===== config.mk =====
export PLATFORM = sky130hd
export DESIGN_NAME = radiometer_integrator
export DESIGN_NICKNAME = d
export VERILOG_FILES = /design/src/rtl/radiometer_integrator.sv
export SDC_FILE = /design/constraint.sdc
export NUM_CORES = 1
export LEC_CHECK = 0
export BUFFER_PORTS_ARGS = -buffer_cell sky130_fd_sc_hd__buf_4
export CAP_MARGIN = 20
export CORE_AREA = 5 5 188 190
export DETAILED_ROUTE_END_ITERATION = 16
export DIE_AREA = 0 0 193 195
export PLACE_DENSITY = 0.6
export RECOVER_POWER = 50
export SLEW_MARGIN = 10
export SYNTH_ARGS = -nofsm -noshare
export SYNTH_HDL_FRONTEND = slang
export SYNTH_SLANG_ARGS = --single-unit

===== constraint.sdc =====
create_clock -name clk -period 5.75 [get_ports clk]
set_clock_uncertainty 0.15 [all_clocks]
set_input_delay 1.15 -clock clk [delete_from_list [all_inputs] [get_ports clk]]
set_output_delay 1.15 -clock clk [all_outputs]
set_load 0.02 [all_outputs]

===== src/rtl/radiometer_integrator.sv =====
// Dicke-switched multi-channel integrator: sorts samples by switch phase, blanks settling samples,
// integrates over INT_PERIODS switch periods and streams per-channel (signal - reference) sums.
module radiometer_integrator #(
   parameter int NUM_CH      = 2,
   parameter int SAMPLE_W    = 12,
   parameter int ACC_W       = 32,
   parameter int INT_PERIODS = 256,
   parameter int BLANK_CYC   = 16,
   localparam int CH_W       = (NUM_CH > 1) ? $clog2(NUM_CH) : 1
) (
   input  logic                       clk,
   input  logic                       reset,
   input  logic                       switch_pwm,
   input  logic                       sample_valid,
   input  logic [NUM_CH*SAMPLE_W-1:0] sample_data,
   output logic                       out_valid,
   input  logic                       out_ready,
   output logic [CH_W-1:0]            out_chan,
   output logic [ACC_W:0]             out_data,
   output logic                       out_last,
   output logic                       out_sat,
   output logic                       overrun,
   output logic                       integ_active
);

   localparam int PC_W  = (INT_PERIODS > 1) ? $clog2(INT_PERIODS) : 1;
   localparam int BC_W  = (BLANK_CYC > 0) ? $clog2(BLANK_CYC + 1) : 1;
   localparam int SUM_W = ACC_W + 1;

   typedef enum logic [1:0] {ST_SYNC, ST_BLANK, ST_ACCUM} state_t;

   // With no blanking an edge leads straight back into accumulation.
   localparam state_t ST_AFTER_EDGE = (BLANK_CYC == 0) ? ST_ACCUM : ST_BLANK;

   state_t            state_q, state_d;
   logic              pwm_s1, ph, ph_d;
   logic              edge_cyc, rise_cyc;
   logic [BC_W-1:0]   blank_cnt;
   logic [PC_W-1:0]   period_cnt;
   logic              period_wrap;

   logic              blank_load, blank_dec, per_clr, per_inc, acc_clr, acc_en, snapshot;

   logic [ACC_W-1:0]  sig_acc  [NUM_CH];
   logic [ACC_W-1:0]  ref_acc  [NUM_CH];
   logic              acc_sat  [NUM_CH];
   logic [SUM_W-1:0]  acc_sum  [NUM_CH];
   logic [ACC_W-1:0]  acc_next [NUM_CH];
   logic              acc_ovf  [NUM_CH];

   logic [ACC_W:0]    res_data [NUM_CH];
   logic              res_sat  [NUM_CH];
   logic              valid_q, overrun_q;
   logic [CH_W-1:0]   beat_q;
   logic              last_beat, xfer, buf_free;

   assign edge_cyc    = ph != ph_d;
   assign rise_cyc    = ph & ~ph_d;
   assign period_wrap = period_cnt == PC_W'(INT_PERIODS - 1);

   always_comb begin
      state_d    = state_q;
      blank_load = 1'b0;
      blank_dec  = 1'b0;
      per_clr    = 1'b0;
      per_inc    = 1'b0;
      acc_clr    = 1'b0;
      acc_en     = 1'b0;
      snapshot   = 1'b0;
      case (state_q)
         ST_SYNC: begin
            if (rise_cyc) begin
               state_d    = ST_AFTER_EDGE;
               blank_load = 1'b1;
               per_clr    = 1'b1;
               acc_clr    = 1'b1;
            end
         end
         ST_BLANK, ST_ACCUM: begin
            // The sample that coincides with an edge is always dropped.
            if (edge_cyc) begin
               state_d    = ST_AFTER_EDGE;
               blank_load = 1'b1;
               if (rise_cyc) begin
                  per_inc  = 1'b1;
                  snapshot = period_wrap;
                  acc_clr  = period_wrap;
               end
            end else if (sample_valid) begin
               if (state_q == ST_BLANK) begin
                  blank_dec = 1'b1;
                  if (blank_cnt == BC_W'(1)) state_d = ST_ACCUM;
               end else begin
                  acc_en = 1'b1;
               end
            end
         end
         default: state_d = ST_SYNC;
      endcase
   end

   always_comb begin
      for (int k = 0; k < NUM_CH; k++) begin
         acc_sum[k]  = (ph ? {1'b0, sig_acc[k]} : {1'b0, ref_acc[k]})
                       + SUM_W'(sample_data[k*SAMPLE_W +: SAMPLE_W]);
         acc_ovf[k]  = acc_sum[k][ACC_W];
         acc_next[k] = acc_ovf[k] ? '1 : acc_sum[k][ACC_W-1:0];
      end
   end

   always_ff @(posedge clk) begin
      if (!reset) begin
         pwm_s1     <= 1'b0;
         ph         <= 1'b0;
         ph_d       <= 1'b0;
         state_q    <= ST_SYNC;
         blank_cnt  <= '0;
         period_cnt <= '0;
      end else begin
         pwm_s1  <= switch_pwm;
         ph      <= pwm_s1;
         ph_d    <= ph;
         state_q <= state_d;
         if (blank_load)     blank_cnt <= BC_W'(BLANK_CYC);
         else if (blank_dec) blank_cnt <= blank_cnt - BC_W'(1);
         if (per_clr)        period_cnt <= '0;
         else if (per_inc)   period_cnt <= period_wrap ? '0 : period_cnt + PC_W'(1);
      end
   end

   always_ff @(posedge clk) begin
      for (int k = 0; k < NUM_CH; k++) begin
         if (!reset || acc_clr) begin
            sig_acc[k] <= '0;
            ref_acc[k] <= '0;
            acc_sat[k] <= 1'b0;
         end else if (acc_en) begin
            if (ph) sig_acc[k] <= acc_next[k];
            else    ref_acc[k] <= acc_next[k];
            if (acc_ovf[k]) acc_sat[k] <= 1'b1;
         end
      end
   end

   // Result stream: a beat moves when out_valid && out_ready; while stalled every out_* holds.
   assign last_beat = beat_q == CH_W'(NUM_CH - 1);
   assign xfer      = valid_q && out_ready;
   assign buf_free  = !valid_q || (xfer && last_beat);

   always_ff @(posedge clk) begin
      if (!reset) begin
         valid_q   <= 1'b0;
         beat_q    <= '0;
         overrun_q <= 1'b0;
         for (int k = 0; k < NUM_CH; k++) begin
            res_data[k] <= '0;
            res_sat[k]  <= 1'b0;
         end
      end else begin
         if (xfer) begin
            if (last_beat) begin
               valid_q <= 1'b0;
               beat_q  <= '0;
            end else begin
               beat_q  <= beat_q + CH_W'(1);
            end
         end
         if (snapshot) begin
            if (buf_free) begin
               valid_q <= 1'b1;
               beat_q  <= '0;
               for (int k = 0; k < NUM_CH; k++) begin
                  res_data[k] <= {1'b0, sig_acc[k]} - {1'b0, ref_acc[k]};
                  res_sat[k]  <= acc_sat[k];
               end
            end else begin
               overrun_q <= 1'b1;
            end
         end
      end
   end

   assign out_valid    = valid_q;
   assign out_chan     = beat_q;
   assign out_data     = res_data[beat_q];
   assign out_sat      = res_sat[beat_q];
   assign out_last     = valid_q && last_beat;
   assign overrun      = overrun_q;
   assign integ_active = state_q != ST_SYNC;

endmodule

==> flow_metrics.tcl <==
set metrics [dict create \
    crit_chain "clkbuf_2 > o21ai_0 > ha_1 > o21a_1 > nor2_1 > a21oi_1 > o21ai_0 > nor4_4 > nand3_1 > buf_4 > a21oi_1" \
    drive_above_1_share_pct 8.33 \
    fmax_ghz 0.209 \
    ctsHoldBuffers 0 \
    min_to "acc_sat[1]" \
    hold_viol_final 0 \
    synth_nets 1692 \
    die-area_um2 37600 \
    holdPathStages 2 \
    worst_slew_pin_slew_ns 1.70 \
    leakage_nw 6.43 \
    clk_path_buf_depth 3 \
    layout.nets 1741 \
    drt_iter0_drc 609 \
    avgRoutedWirePerCell_um 17.2 \
    via_per_inst 5.44 \
    core_area_um2 33300 \
    period_share_pct 83.2 \
    initial_utilization_pct 44.5 \
    fin_ws_ns 0.968 \
    syn_area_per_cell_um2 9.48 \
    regToRegStartpoint "ph" \
    synth-seq-area-share_pct 43.0 \
    slowest_delay_ns 0.87 \
    drt-pass1-iter-count 5 \
    clk_pin_slew_ns 0.06 \
    cts_tree "yes" \
    fin_crit_ns 4.78 \
    cp.arrival_ns 4.97 \
    die_x_um 193 \
    reg2reg_slack_ns 0.97 \
    async_flop_share_pct 0 \
    p_per_area_nw_per_um2 275 \
    rsz0062_at_grt "false" \
    die_h_um 195 \
    ir_drop_mv 0.207 \
    clk_latency_ns 0.53 \
    cts_root_buf "clkbuf_16" \
    fillCellCount 3191 \
    num_antenna_cells 0 \
    synth_most_common_cell "nor2_1" \
    reg2reg_depth 11 \
    synth_top_area_cell "edfxtp_1" \
    antenna_found_initial 0 \
    cts_resized 0 \
    grt_use_total_pct 18.7 \
    status "complete, but fails checks" \
    grt_max_degree 71 \
    post_cts_buffers 0 \
    io-pin-count 68 \
    place_ws_ns 0.785 \
    gp_congestion 0.863 \
    port_buffers 67 \
    grt_pass1_wl_mm 57.9 \
    netlist_area_um2 14800 \
    yosys_most_used_dff "edfxtp_1" \
    synth_top_cells_by_count "nor2_1, edfxtp_1, a21oi_1, nand2_1" \
    fin_tns_setup_ns 0 \
    drc 0 \
    path_class "register to register" \
    slew_headroom_pct -13.6 \
    hold_path_class "register to register" \
    ys_ff_latch 220 \
    rows 67 \
    wl_mm 35.9 \
    cp-end-kind "register" \
    cp-start-kind "register" \
    dr_total_vias 11300 \
    maxCapViolations 3 \
    crit_slowest_cell "clkbuf_2" \
    final_area_um2 16500 \
    yosys-top-cells-area "edfxtp_1, ha_1, nor2_1, xnor2_1, a21oi_1" \
    numCtsBuffers 26 \
    r2r_end "sig_acc[0][16]" \
    yosys_warnings 0 \
    area_delta_synth_final_pct 11.5 \
    crit_required_ns 5.94 \
    slew_viol_final 201 \
    yosysUniqueCellTypes 75 \
    hp-start "acc_sat[1]" \
    critical_path_peak_fanout 51 \
    netlist_instances 1563 \
    ant_nets 0 \
    synth_top_area_share_pct 39.9 \
    hold_ws_ns 0.329 \
    dp_hpwl_mm 25.5 \
    dpl_cell_area_um2 15800 \
    grt_overflow 0 \
    clock_sinks 220 \
    grt_pass1_vias 11100 \
    violations "capacitance limit, slew limit" \
    ctsHtreeMaxLevel 1 \
    setup_viol 0 \
    synth_edf_count 197 \
]
[cells in the final DEF (no fill, tap or decap), types with 5 or more instances in the layout]
| cell type | instances |
|---|---|
| buf_4 | 42 |
| a21boi_0 | 5 |
| a31oi_1 | 27 |
| o21ai_0 | 72 |
| edfxtp_1 | 197 |
| nor3_1 | 22 |
| mux2_2 | 28 |
| and3_1 | 22 |
| nand2b_1 | 11 |
| o31a_1 | 6 |
| nand4_1 | 15 |
| clkinv_1 | 6 |
| nor2b_1 | 18 |
| o21bai_1 | 10 |
| mux2i_1 | 25 |
| clkbuf_16 | 27 |
| nor3b_1 | 6 |
| o31ai_1 | 17 |
| clkbuf_1 | 38 |
| or3_1 | 8 |
| a21o_1 | 42 |
| nand3_1 | 40 |
| and2_1 | 12 |
| a21oi_1 | 119 |
| o21a_1 | 9 |
| nand2_1 | 109 |
| dfxtp_1 | 22 |
| ha_1 | 96 |
| inv_1 | 96 |
| a211oi_1 | 22 |
| nor2_1 | 240 |
| o211ai_1 | 8 |
| o21ai_1 | 5 |
| xor2_1 | 48 |
| xnor2_1 | 70 |
| mux2_1 | 11 |
[routing by layer]
layer  vias to the layer above  global-route usage (%)  share of wire [%]
li1                       5729                       -                  -
met4                         0                    3.99                1.8
met2                       209                    30.0                 45
met1                      5342                    27.5                 49
met3                        44                    2.14                4.6
met5                         -                       0                  0
[flip-flops by register name, summed over array words and instances (netlist names), named ones only]
signal	cells
out_valid	1
out_chan	1
sig_acc	64
ph_d	1
blank_cnt	5
pwm_s1	1
overrun	1
period_cnt	8
ph	1
acc_sat	2
ref_acc	64
res_data	66
res_sat	2
state_q	2
[layout make-up]
| class | instances | area [um^2] | area share, % |
|---|---|---|---|
| multi-input combinational | 1187 | 7810 | 47.3 |
| sequential | 220 | 6380 | 38.6 |
| clock buffer | 33 | 718 | 4.35 |
| tap | 448 | 561 | 3.39 |
| timing repair buffer | 80 | 503 | 3.04 |
| inverter | 97 | 378 | 2.29 |
| clock inverter | 15 | 174 | 1.05 |
[critical path: cells and delay by family, from the launching register on]
family                     cells  cell delay (ns)
buffers and inverters          2             1.31
AOI/OAI and AO/OA              5             0.96
DFF                            1             0.54
adders and majority gates      1             0.41
and+or+nand+nor                3             1.21
[logic make-up (layout without fill, tap and decap cells)]
group | Yosys count | after routing | share of synthesized area [%]
xor gates and xnor gates | 118 | 118 | 6.97
and+or+nand+nor | 533 | 533 | 16.6
adders and majority gates | 100 | 100 | 8.64
DFF | 220 | 220 | 43.0
muxes | 64 | 64 | 4.65
buffers and inverters | 156 | 225 | 4.24
AOI/OAI and AO/OA | 372 | 372 | 15.8
[report_power, final]
group          total (mW)  leakage (nW)  internal (mW)  switching (mW)
Sequential           1.89          2.26           1.83          0.0609
Combinational       0.932          3.74          0.372           0.560
Clock                1.72         0.434           1.06           0.663
Total                4.54          6.43           3.26            1.28
[metrics by stage]
stage / util [%] / instances / power, mW
after global placement: 47.4 / 2031 / 2.84
after detailed placement: 47.4 / 2031 / 2.86
final: 49.7 / 2080 / 4.54
after floorplan: - / 1563 / 2.63
after CTS: 50.1 / 2079 / 4.57
after global routing: 49.7 / 2080 / 4.77
[how the worst max path moves through the flow]
stage	from	cells past startpoint	endpoint
after floorplan	ph	21	ref_acc[1][19]
after global placement	sample_data[0]	12	ref_acc[0][25]
after detailed placement	sample_data[0]	12	sig_acc[0][21]
after CTS	ph	12	ref_acc[0][21]
after global routing	ph	11	sig_acc[0][21]
final	ph	11	sig_acc[0][16]
No activity file was read; power rests on OpenSTA's default activity.
